===== src/rtl/mips_multicycle_control.sv =====
// ============================================================================
// mips_multicycle_control : Moore control FSM for the multicycle MIPS datapath
// Revision 1.0
// ============================================================================
`default_nettype none

module mips_multicycle_control #(
  parameter int CNT_W    = 32,
  parameter bit MEM_WAIT = 1'b1
) (
  input  logic             clock,
  input  logic             reset,
  input  logic [5:0]       opcode,
  input  logic             ula_zero_flag,
  input  logic             mem_ready,
  output logic             pc_en,
  output logic [1:0]       pc_source,
  output logic             ir_write,
  output logic             i_or_d,
  output logic             mem_read,
  output logic             mem_write,
  output logic             mem_to_reg,
  output logic             reg_dst,
  output logic             reg_write,
  output logic             ula_src_a,
  output logic [1:0]       ula_src_b,
  output logic [1:0]       ula_operation,
  output logic             instr_retired,
  output logic             illegal_op,
  output logic [CNT_W-1:0] instr_count
);

  localparam logic [5:0] c_op_rtype = 6'h00;
  localparam logic [5:0] c_op_lw    = 6'h23;
  localparam logic [5:0] c_op_sw    = 6'h2B;
  localparam logic [5:0] c_op_beq   = 6'h04;
  localparam logic [5:0] c_op_j     = 6'h02;
  localparam logic [5:0] c_op_addi  = 6'h08;

  typedef enum logic [3:0] {
    S_START     = 4'd0,
    S_FETCH     = 4'd1,
    S_DECODE    = 4'd2,
    S_R_EXEC    = 4'd3,
    S_R_WB      = 4'd4,
    S_MEM_ADDR  = 4'd5,
    S_MEM_RD    = 4'd6,
    S_MEM_WB    = 4'd7,
    S_MEM_WR    = 4'd8,
    S_BEQ       = 4'd9,
    S_JUMP      = 4'd10,
    S_ADDI_EXEC = 4'd11,
    S_ADDI_WB   = 4'd12
  } state_t;

  state_t           r_state;
  state_t           w_state_next;
  logic [CNT_W-1:0] r_instr_count;
  logic             w_pc_write;
  logic             w_pc_write_cond;
  logic             w_stall;

  assign w_stall     = MEM_WAIT && !mem_ready;
  assign pc_en       = w_pc_write | (w_pc_write_cond & ula_zero_flag);
  assign instr_count = r_instr_count;

  always_ff @(posedge clock or posedge reset) begin
    if (reset) begin
      r_state       <= S_START;
      r_instr_count <= '0;
    end else begin
      r_state <= w_state_next;
      if (instr_retired) begin
        r_instr_count <= r_instr_count + 1'b1;
      end
    end
  end

  always_comb begin
    w_state_next    = S_START;
    w_pc_write      = 1'b0;
    w_pc_write_cond = 1'b0;
    pc_source       = 2'b00;
    ir_write        = 1'b0;
    i_or_d          = 1'b0;
    mem_read        = 1'b0;
    mem_write       = 1'b0;
    mem_to_reg      = 1'b0;
    reg_dst         = 1'b0;
    reg_write       = 1'b0;
    ula_src_a       = 1'b0;
    ula_src_b       = 2'b00;
    ula_operation   = 2'b00;
    instr_retired   = 1'b0;
    illegal_op      = 1'b0;

    case (r_state)
      S_START: begin
        w_state_next = S_FETCH;
      end
      S_FETCH: begin
        ir_write     = 1'b1;
        ula_src_b    = 2'b01;
        w_pc_write   = 1'b1;
        w_state_next = S_DECODE;
      end
      S_DECODE: begin
        // Branch target is computed here so BEQ only needs the compare cycle.
        ula_src_b = 2'b11;
        case (opcode)
          c_op_rtype: w_state_next = S_R_EXEC;
          c_op_lw,
          c_op_sw:    w_state_next = S_MEM_ADDR;
          c_op_beq:   w_state_next = S_BEQ;
          c_op_j:     w_state_next = S_JUMP;
          c_op_addi:  w_state_next = S_ADDI_EXEC;
          default: begin
            illegal_op   = 1'b1;
            w_state_next = S_FETCH;
          end
        endcase
      end
      S_R_EXEC: begin
        ula_src_a     = 1'b1;
        ula_operation = 2'b10;
        w_state_next  = S_R_WB;
      end
      S_R_WB: begin
        reg_dst       = 1'b1;
        reg_write     = 1'b1;
        instr_retired = 1'b1;
        w_state_next  = S_FETCH;
      end
      S_MEM_ADDR: begin
        ula_src_a    = 1'b1;
        ula_src_b    = 2'b10;
        w_state_next = (opcode == c_op_lw) ? S_MEM_RD : S_MEM_WR;
      end
      S_MEM_RD: begin
        mem_read     = 1'b1;
        i_or_d       = 1'b1;
        w_state_next = w_stall ? S_MEM_RD : S_MEM_WB;
      end
      S_MEM_WB: begin
        mem_to_reg    = 1'b1;
        reg_write     = 1'b1;
        instr_retired = 1'b1;
        w_state_next  = S_FETCH;
      end
      S_MEM_WR: begin
        mem_write     = 1'b1;
        i_or_d        = 1'b1;
        instr_retired = !w_stall;
        w_state_next  = w_stall ? S_MEM_WR : S_FETCH;
      end
      S_BEQ: begin
        ula_src_a       = 1'b1;
        ula_operation   = 2'b01;
        w_pc_write_cond = 1'b1;
        pc_source       = 2'b01;
        instr_retired   = 1'b1;
        w_state_next    = S_FETCH;
      end
      S_JUMP: begin
        w_pc_write    = 1'b1;
        pc_source     = 2'b10;
        instr_retired = 1'b1;
        w_state_next  = S_FETCH;
      end
      S_ADDI_EXEC: begin
        ula_src_a    = 1'b1;
        ula_src_b    = 2'b10;
        w_state_next = S_ADDI_WB;
      end
      S_ADDI_WB: begin
        reg_write     = 1'b1;
        instr_retired = 1'b1;
        w_state_next  = S_FETCH;
      end
      default: begin
        w_state_next = S_START;
      end
    endcase
  end

endmodule

`default_nettype wire


===== config.mk =====
export PLATFORM = sky130hd
export DESIGN_NAME = mips_multicycle_control
export DESIGN_NICKNAME = d
export VERILOG_FILES = /design/src/rtl/mips_multicycle_control.sv
export SDC_FILE = /design/constraint.sdc
export NUM_CORES = 1
export LEC_CHECK = 0
export CORE_AREA = 5 5 76 78
export CTS_CLUSTER_SIZE = 25
export DETAILED_ROUTE_END_ITERATION = 10
export DIE_AREA = 0 0 81 83
export GPL_TIMING_DRIVEN = 0
export PLACE_DENSITY = 0.82
export SYNTH_ARGS = -nofsm -noshare
export SYNTH_HDL_FRONTEND = slang
export SYNTH_SLANG_ARGS = --single-unit

===== constraint.sdc =====
create_clock -name clock -period 1.75 [get_ports clock]
set_input_delay 0.175 -clock clock [delete_from_list [all_inputs] [get_ports clock]]
set_output_delay 0.175 -clock clock [all_outputs]
set_load 0.03 [all_outputs]

# [Yosys cells after proc, flatten, opt, wreduce, memory -nomap -nowiden]
# Cells that the tools add are included.
[word_totals] regBits=36 latch_bits=0 mem_bits_rw=0 rom_bits=0 inputBits=10 output_inout_bits=49 word_cells=54 mem_count=0
[op_classes] add_sub_neg=1 n_mul=0 n_div=0 magnitude_cmp=0 eq_ne=17 n_shift=0 muxes=21 n_bitwise=2 reduce_logical=11
[ops] operator="$add A32 B1 Y32 const B" n=1
[ops] operator="$pmux W4 S8" n=1
[ops] operator="$eq A4 B4 Y1 const B" n=5
[ops] operator="$pmux W4 S5" n=1
[ops] operator="$eq A4 B3 Y1 const B" n=4
[ops] operator="$mux W1" n=13
[ops] operator="$eq A6 B6 Y1 const B" n=2
[ops] operator="$reduce_or A6 Y1" n=2
[ops] operator="$eq A4 B2 Y1 const B" n=2
[ops] operator="$mux W4" n=2
[ops] operator="$pmux W2 S2" n=2
[ops] operator="$reduce_or A2 Y1" n=4
[ops] operator="$eq A6 B2 Y1 const B" n=1
[ops] operator="$eq A6 B3 Y1 const B" n=1
[ops] operator="$eq A6 B4 Y1 const B" n=1
[ops] operator="$logic_not A6 Y1" n=1
[ops] operator="$pmux W2 S3" n=1
[ops] operator="$reduce_or A5 Y1" n=1
[ops] operator="$eq A4 B1 Y1 const B" n=1
[ops] operator="$logic_not A4 Y1" n=1
[ops] operator="$reduce_or A4 Y1" n=1
[ops] operator="$reduce_or A3 Y1" n=1
[ops] operator="$pmux W1 S2" n=1
[ops] operator="$and A1 B1 Y1" n=1
[ops] operator="$or A1 B1 Y1" n=1

# [Logic depth before layout (Yosys ltp)]
# Gate-level depths: netlist (run 1).
[depth] word_depth=4 mapped_depth=7 mapped_depth_nobuf=6

# [Worst setup path after synthesis (run 1)]
# No wires, ideal clock.
[synth_path] path_kind="register to register" startpoint="register r_state[1]" endpoint="register r_instr_count[1], in the netlist instr_count[1]" setup_ns=0.125 arrival_time_ns=2.053 t_required_ns=1.625 slack_ns=-0.428 path_stages_with_launch=6 path_buffers=1 synth_period_minus_slack_ns=2.178 cell_sequence="dfrtp_1 or2_1 o22ai_2 or2_2 clkbuf_1 mux2_2"
[synth_between] elab_chain_len=3 elab_cells_between_ends=8 cone_classes="eq/ne (6); mux (1); reduce/logical (1)"
[synth_lines] element="start: declaration" line="56" source="state_t r_state;"
[synth_lines] element="start signal: assignment" line="72" source="r_state <= w_state_next;"
[synth_lines] element="$eq A4 B4 Y1 or $eq A4 B3 Y1 (tied branches)" line="97" source="case (r_state)"
[synth_lines] element="$reduce_or A5 Y1 (no source line)"
[synth_lines] element="$pmux W1 S2 *" line="97"
[synth_lines] element="via instr_retired" line="28" source="output logic instr_retired,"
[synth_lines] element="end signal: assignment" line="74" source="r_instr_count <= r_instr_count + 1'b1;"
[synth_lines] element="end: declaration" line="58" source="logic [CNT_W-1:0] r_instr_count;"
# The timed path passes the listed nets; every way through them passes the cells marked *.
# A chain may end at the register's enable or synchronous reset.

# [Worst setup path in the final report (run 1)]
[layout_path] startpoint="register r_state[0]" endpoint="register r_instr_count[29], in the netlist instr_count[29]"
[layout_between] elab_chain_len=3 elab_cells_between_ends=8 cone_classes="eq/ne (6); mux (1); reduce/logical (1)"
[layout_lines] element="$eq A4 B4 Y1 or $eq A4 B3 Y1 (tied branches)" line="97"
[layout_lines] element="$reduce_or A5 Y1 (no source line)"
[layout_lines] element="$pmux W1 S2 *" line="97"
# Every way passes the cells marked *; elsewhere a longest branch is shown, timed or not.

==> results.md, run 1 <==
* Worst Setup End Kind: flop
* RSZ-0062 raised after global routing: true
* DRT iter0 DRCs at 108
* Die footprint at roughly 6700 um2
* Total gr overflow at 0
* Die W at approximately 81 um
* Post-synth ARST share at 100%
* Critical Path Start: r_state[0]
* Post-synth top area share at between 40% and 50%
* Placed Cells at approximately 340
* Worst R2R Start: r_state[0]
* Area added between synthesis and finish at 67.6%
* Row count at 26
* EDFF count, synth at 0
* # hold bufs at CTS at 0
* Status: complete, but fails checks
* Flop pwr share at about a quarter
* Worst clock skew at roughly 0.0045 ns
* Slowest cell on crit path: dfrtp_1
* Dpl hpwl at ~3.9 mm
* Failing checks: negative setup slack
* Synth Area per Inst at roughly 10 um2
* Cts bufs inserted at 5
* Worst endpoint required time at approximately 1.9 ns
* End-of-flow core utilization at 69.5%
* Type of origin of the critical path: flop
* Max Cap Violations at 0
* Synth area leaders: dfrtp_1, xor2_1, xnor2_1
* Total number of vias at a little over 2000
* Clk sinks at 36
* Yosys reg bits at 36
* Worst reg2reg path depth at 9
* Sequential element share of the synthesized area at between 40% and 50%
* Synth Cell Area at roughly 2100 um2
* Buf+Inv Stages, Crit Path at 4
* Stages on the worst setup path at 9
* Slew Limit Fails at 0
* GR Util All Layers at 18.3%
* Final setup violation count at 19
* Most numerous cell in the Yosys netlist: dfrtp_1
* Final period util at 104%
* Ant diodes at 0
* F_max at ~550 MHz
* DR WL/cell at roughly 16 um
* Sw frac at between 40 and 50%
* Slew margin rel. at about half
* Synth cell count leaders: dfrtp_1, xor2_1, nand2_1
* Largest net degree at the start of global routing at 37
* Slew @ Worst Pin at 0.765 ns
* P_sw at roughly 1.9 mW
* Synth area leader: dfrtp_1
* Router iterations before antenna repair at 4
* Fin cells at between 300 and 400
* Peak VDD IR at roughly 1400 uV
* Slowest cell delay on critical path at slightly above 0.4 ns
* Cell area after layout at ~3500 um2
* Clock power share at 16.5%
* Core ar. at between 5000 and 6000 um2
* WP data arrival at just under 2 ns
* Cells after Synth at between 200 and 250
* CP cell instances: buf_6 > nor3_4 > nor3_4 > buf_12 > o211ai_4 > buf_4 > buf_6 > nor4_4 > xor2_1
* Dominant synthesized flop cell: dfrtp_1
* Logic pwr share at between 50% and 60%
* Syn_nets at about 220
* P_leak at between 1.5 and 2 nW
* DRC violations left at 0
* DRT antenna net count at 0
* Worst-path clk slew at 0.07 ns
* Via density per instance at 5.33
* CTS HTree Levels at 2
* Yosys warning total at 0
* Synth cell types at 47
* Setup WS post-layout at -0.0687 ns
* CTS Buffer Depth at 2
* CP max FO at 7
* Number of fill cells in the layout at roughly 360
* Initial antenna violation count at 0
* Nets at 318
* IO buf count at slightly below 60
* Die Ht at 83 um
* Root Driver: clkbuf_8
* Routed WL at just over 6 mm
* Internal power at around 2.5 mW
* Setup Total Neg Slack at -0.640 ns
* Dpl cell area at slightly below 3000 um2
* FF-to-FF End: instr_count[29]
* Critical path's top delay family: buffers and inverters
* Vias in the first global route at 1994
* # IOs at 59
* CTS tree: built
* Fin. Hold Viols at 0
* Power Density at between 1000 and 1500 nW/um2
* First-pass GRT wire length at roughly 9.8 mm
* Initial cell density of the core at between 40% and 50%
* Layout cells sized above 1 at a little over two fifths
* Routability Congestion at roughly 0.86
* Setup Crit Path Kind: flop to flop
* HP Class: primary input to asynchronous set/reset pin
* Flop-to-flop setup slack at -0.07 ns
* Clock latency on the worst-skew pair at between 0.2 and 0.3 ns
* Crit path time final at approximately 1.8 ns
per-layer routing:
layer | global-route usage (%) | vias up | share of wire [%]
li1 | - | 952 | -
met1 | 22.5 | 987 | 41
met2 | 31.1 | 68 | 52
met3 | 4.76 | 7 | 5.9
met4 | 5.07 | 0 | 1.2
met5 | 0 | - | 0
logic make-up after synthesis:
| logic type | after synthesis | synth area share, % |
|---|---|---|
| and+or+nand+nor | 98 | 28.3 |
| DFF | 36 | 43.4 |
| xor gates and xnor gates | 32 | 13.5 |
| AOI/OAI and AO/OA | 24 | 8.19 |
| buffers and inverters | 16 | 4.04 |
| muxes | 3 | 1.51 |
| adders and majority gates | 2 | 1.08 |
power by group through the flow:
stage	clock network, mW	registers [mW]	logic [mW]
after CTS	0.736	1.07	2.18
final	0.728	1.09	2.59
after detailed placement	0	1.07	2.01
after global placement	0	1.06	1.98
after floorplan	0	1.15	1.25
after global routing	0.781	1.11	2.75
layout make-up:
cell class	count	area, um2	share of cell area, %
multi-input cells	159	1410	40.4
clock inverters	2	35.0	1.01
inverters	5	18.8	0.539
flip-flops and latches	36	921	26.5
plain buffers	9	101	2.91
clock buffers	6	72.6	2.08
well taps	70	87.6	2.52
repair buffers	91	840	24.1
flip-flops by register name, indices dropped and copies added, names as in the netlist:
signal / count
r_state: 4
instr_count: 32
placed cells by master (no fill, tap or decap), types with 3 or more instances in the layout:
master / netlist / final
or2_4: 0 / 3
dfrtp_1: 36 / 20
clkbuf_2: 0 / 3
nand3_1: 9 / 8
clkdlybuf4s50_1: 0 / 39
nor4_4: 0 / 9
and3_1: 3 / 3
dfrtp_2: 0 / 16
buf_6: 2 / 13
inv_1: 5 / 3
nor3_4: 0 / 5
nor3_1: 12 / 4
buf_2: 4 / 5
nand4_1: 6 / 6
xnor2_1: 12 / 12
nand2_1: 17 / 15
buf_12: 0 / 4
buf_4: 1 / 31
nor2_1: 15 / 13
nor4_1: 7 / 4
xor2_1: 20 / 20
o21ai_0: 8 / 7
nor3_2: 2 / 5
clkbuf_8: 0 / 5
or3_1: 3 / 3
worst max path at each step:
| stage | endpoint |
|---|---|
| after detailed placement | instr_retired |
| after global placement | instr_retired |
| after floorplan | instr_count[25] |
| final | instr_count[29] |
| after global routing | instr_count[27] |
| after CTS | instr_retired |
worst reg2reg max path, cell delays in order (launching register included):
cell      delay [ns]
dfrtp_1         0.41
buf_6           0.15
nor3_4          0.21
nor3_4          0.08
buf_12          0.13
o211ai_4        0.29
buf_4           0.18
buf_6           0.09
nor4_4          0.03
xor2_1          0.15
per-stage QoR:
step                setup WS (ns)  total power [mW]  hold slack, ns
floorplan                 -0.0677              2.40           0.314
finish                    -0.0687              4.41           0.337
global placement           -0.465              3.04           0.455
global route               -0.174              4.64           0.418
detailed placement         -0.497              3.08           0.459
CTS                        -0.116              3.99           0.473
repair_timing:
item                       CTS  global route
pin swaps                   11            16
setup endpoints to repair   46            44
setup buffers               19            14
gates resized for setup     87            54
Power figures use the tool's default switching activity.
==> run 2: changes to the inputs <==
--- a/config.mk
+++ b/config.mk
@@ -5,12 +5,13 @@
 export SDC_FILE = /design/constraint.sdc
 export NUM_CORES = 1
 export LEC_CHECK = 0
-export CORE_AREA = 5 5 76 78
+export CORE_AREA = 5 5 74 76
+export CTS_BUF_LIST = sky130_fd_sc_hd__clkbuf_2 sky130_fd_sc_hd__clkbuf_4 sky130_fd_sc_hd__clkbuf_8
 export CTS_CLUSTER_SIZE = 25
 export DETAILED_ROUTE_END_ITERATION = 10
-export DIE_AREA = 0 0 81 83
+export DIE_AREA = 0 0 79 81
 export GPL_TIMING_DRIVEN = 0
-export PLACE_DENSITY = 0.82
+export PLACE_DENSITY = 0.86
 export SYNTH_ARGS = -nofsm -noshare
 export SYNTH_HDL_FRONTEND = slang
 export SYNTH_SLANG_ARGS = --single-unit
==> run 2 against run 1 <==
The run still ends with negative setup slack left. Critical path depth is the same. Maximum frequency down 4.6%. Hold slack got worse by 0.0013 ns. Global-route usage up 2.2 points. Sequential share of layout area shrank 1.4 points. Clock power is 1% higher. First-iteration DRC count did not move. Non-clock buffer count increased by 14. Setup slack lost 0.087 ns. Sequential power about the same. Critical path type unchanged. Critical endpoint is now instr_count[25].
==> results.md, run 2 (same netlist as run 1, synthesis figures left out) <==
* Worst Setup End Kind: flop
* Die W at 79 um (-2.5%)
* Flop-to-flop setup slack at -0.16 ns (-0.09 ns)
* Slew @ Worst Pin at 0.748 ns (-0.0168 ns)
* Max reg flops at 32 (unchanged)
* Dpl hpwl at 3.89 mm (-0.97%)
* CTS HTree Levels at 2 (unchanged)
* Worst hold margin at 0.335 ns (-0.00134 ns)
* Cell area after layout at 3680 um2 (+5.8%)
* Slew margin rel. at 50.0% (+1.1 points)
* Nets at 332 (+4.4%)
* Ant diodes at 0 (unchanged)
* Failing checks: negative setup slack
* DRT iter0 DRCs at 108 (unchanged)
* Worst endpoint required time at 1.91 ns (about the same)
* Core ar. at 4660 um2 (-7.0%)
* Die Ht at 81 um (-2.4%)
* GR Util All Layers at 20.5% (+2.2 points)
* Critical Path Start: r_state[0]
* CTS tree: built
* Largest net degree at the start of global routing at 37 (unchanged)
* First-pass GRT wire length at 10.4 mm (+6.0%)
* WP data arrival at 2.07 ns (+0.08 ns)
* Setup Crit Path Kind: flop to flop
* CP max FO at 6 (-1)
* # IOs at 59 (unchanged)
* Final setup violation count at 24 (+5)
* Area added between synthesis and finish at 77.2%
* End-of-flow core utilization at 79.0% (+9.5 points)
* Slew Limit Fails at 0 (unchanged)
* IO buf count at 58 (unchanged)
* Vias in the first global route at 2108 (+5.7%)
* Crit path time final at 1.91 ns (+0.0867 ns)
* Routability Congestion at 0.828 (-3.3%)
* Commonest non-fill, non-tap cell in the layout: clkdlybuf4s50_1
* Clock latency on the worst-skew pair at 0.28 ns (about the same)
* Layout cells sized above 1 at 47.2% (+4.0 points)
* HP Class: primary input to asynchronous set/reset pin
* Routed WL at 7.22 mm (+16%)
* Worst clock skew at 0.0123 ns (+0.00778 ns)
* Via density per instance at 5.79 (+8.7%)
* Die footprint at 6400 um2 (-4.8%)
* Total gr overflow at 0 (unchanged)
* Row count at 25 (-3.8%)
* Worst-path clk slew at 0.08 ns (about the same)
* RSZ-0062 raised after global routing: true
* Root Driver: clkbuf_8
* DR WL/cell at 19.2 um (+16%)
* DRT antenna net count at 0 (unchanged)
* Worst R2R Start: r_state[0]
* Initial antenna violation count at 0 (unchanged)
* # hold bufs at CTS at 0 (unchanged)
* CTS Buffer Depth at 2 (unchanged)
* Status: complete, but fails checks
* Fin. Hold Viols at 0 (unchanged)
* Dpl cell area at 2960 um2 (-0.67%)
* Total number of vias at 2177 (+8.1%)
* Most frequent cells in the layout: clkdlybuf4s50_1, buf_4, buf_6
* Peak VDD IR at 919 uV (-33%)
* Setup WS post-layout at -0.155 ns (-0.0867 ns)
* Power Density at 1250 nW/um2 (-1.3%)
* F_max at 525 MHz (-4.6%)
* Router iterations before antenna repair at 4 (unchanged)
* Clk sinks at 36 (unchanged)
* Number of fill cells in the layout at 247 (-32%)
* Final period util at 109% (+5.0 points)
* Max Cap Violations at 0 (unchanged)
* Cts bufs inserted at 5 (unchanged)
* Initial cell density of the core at 44.6% (+3.1 points)
* DRC violations left at 0 (unchanged)
* Type of origin of the critical path: flop
* P_leak at 1.83 nW (+12%)
## run 2: area by class of cell
class	instances	area, um2	share of cell area, %
Inverter	5	18.8	0.510
Clock buffer	6	76.3	2.07
Tap cell	54	67.6	1.84
Multi-Input combinational cell	159	1480	40.3
Timing Repair Buffer	106	991	26.9
Sequential cell	36	921	25.0
Buffer	8	88.8	2.41
Clock inverter	2	35.0	0.952
## run 2: report_power, final
part,leakage [nW],switching [mW],total [mW],internal [mW]
logic,1.31,1.53,2.78,1.25
registers,0.457,0.156,1.09,0.938
clock network,0.0586,0.296,0.735,0.439
total,1.83,1.98,4.60,2.63
## run 2: stage by stage
step / TNS [ns] / power, mW / instances / worst slack (ns)
6_report: -1.88 / 4.60 / 376 / -0.155
5_1_grt: -3.50 / 4.82 / 376 / -0.231
4_1_cts: -1.60 / 4.08 / 358 / -0.232
3_5_place_dp: -10.67 / 3.07 / 323 / -0.503
3_3_place_gp: -9.14 / 3.04 / 323 / -0.483
2_1_floorplan: -0.810 / 2.40 / 211 / -0.0677
## run 2: worst paths after layout
check                                        to  depth (start not counted)
max in group asynchronous       instr_count[15]                          2
min in group clock              instr_count[11]                          1
worst max-delay path            instr_count[25]                          9
worst max register to register  instr_count[25]                          9
worst min-delay path            instr_count[22]                          2
worst min register to register  instr_count[11]                          1
## run 2: repair_timing
action	CTS	global route
pin swaps	31	29
endpoints found under the hold margin	0	0
endpoints found under the setup margin	46	44
gates resized for setup	119	54
setup buffers	27	21
gates cloned	1	0
## run 2: critical path: stages, from the launching register on
cell	delay [ns]
dfrtp_1	0.41
buf_6	0.15
nor3_4	0.24
nor3_4	0.08
buf_6	0.13
o211ai_4	0.30
buf_6	0.17
buf_6	0.13
nor4_4	0.05
xor2_1	0.15
## run 2: per-layer routing
| metal | vias up | wire, um | share of wire, % | GRT usage (%) |
|---|---|---|---|---|
| li1 | 967 | - | - | - |
| met1 | 1072 | 2810 | 39 | 24.6 |
| met2 | 110 | 3780 | 52 | 38.6 |
| met3 | 28 | 413 | 5.7 | 2.88 |
| met4 | 0 | 223 | 3.1 | 5.50 |
| met5 | - | 0 | 0 | 0 |
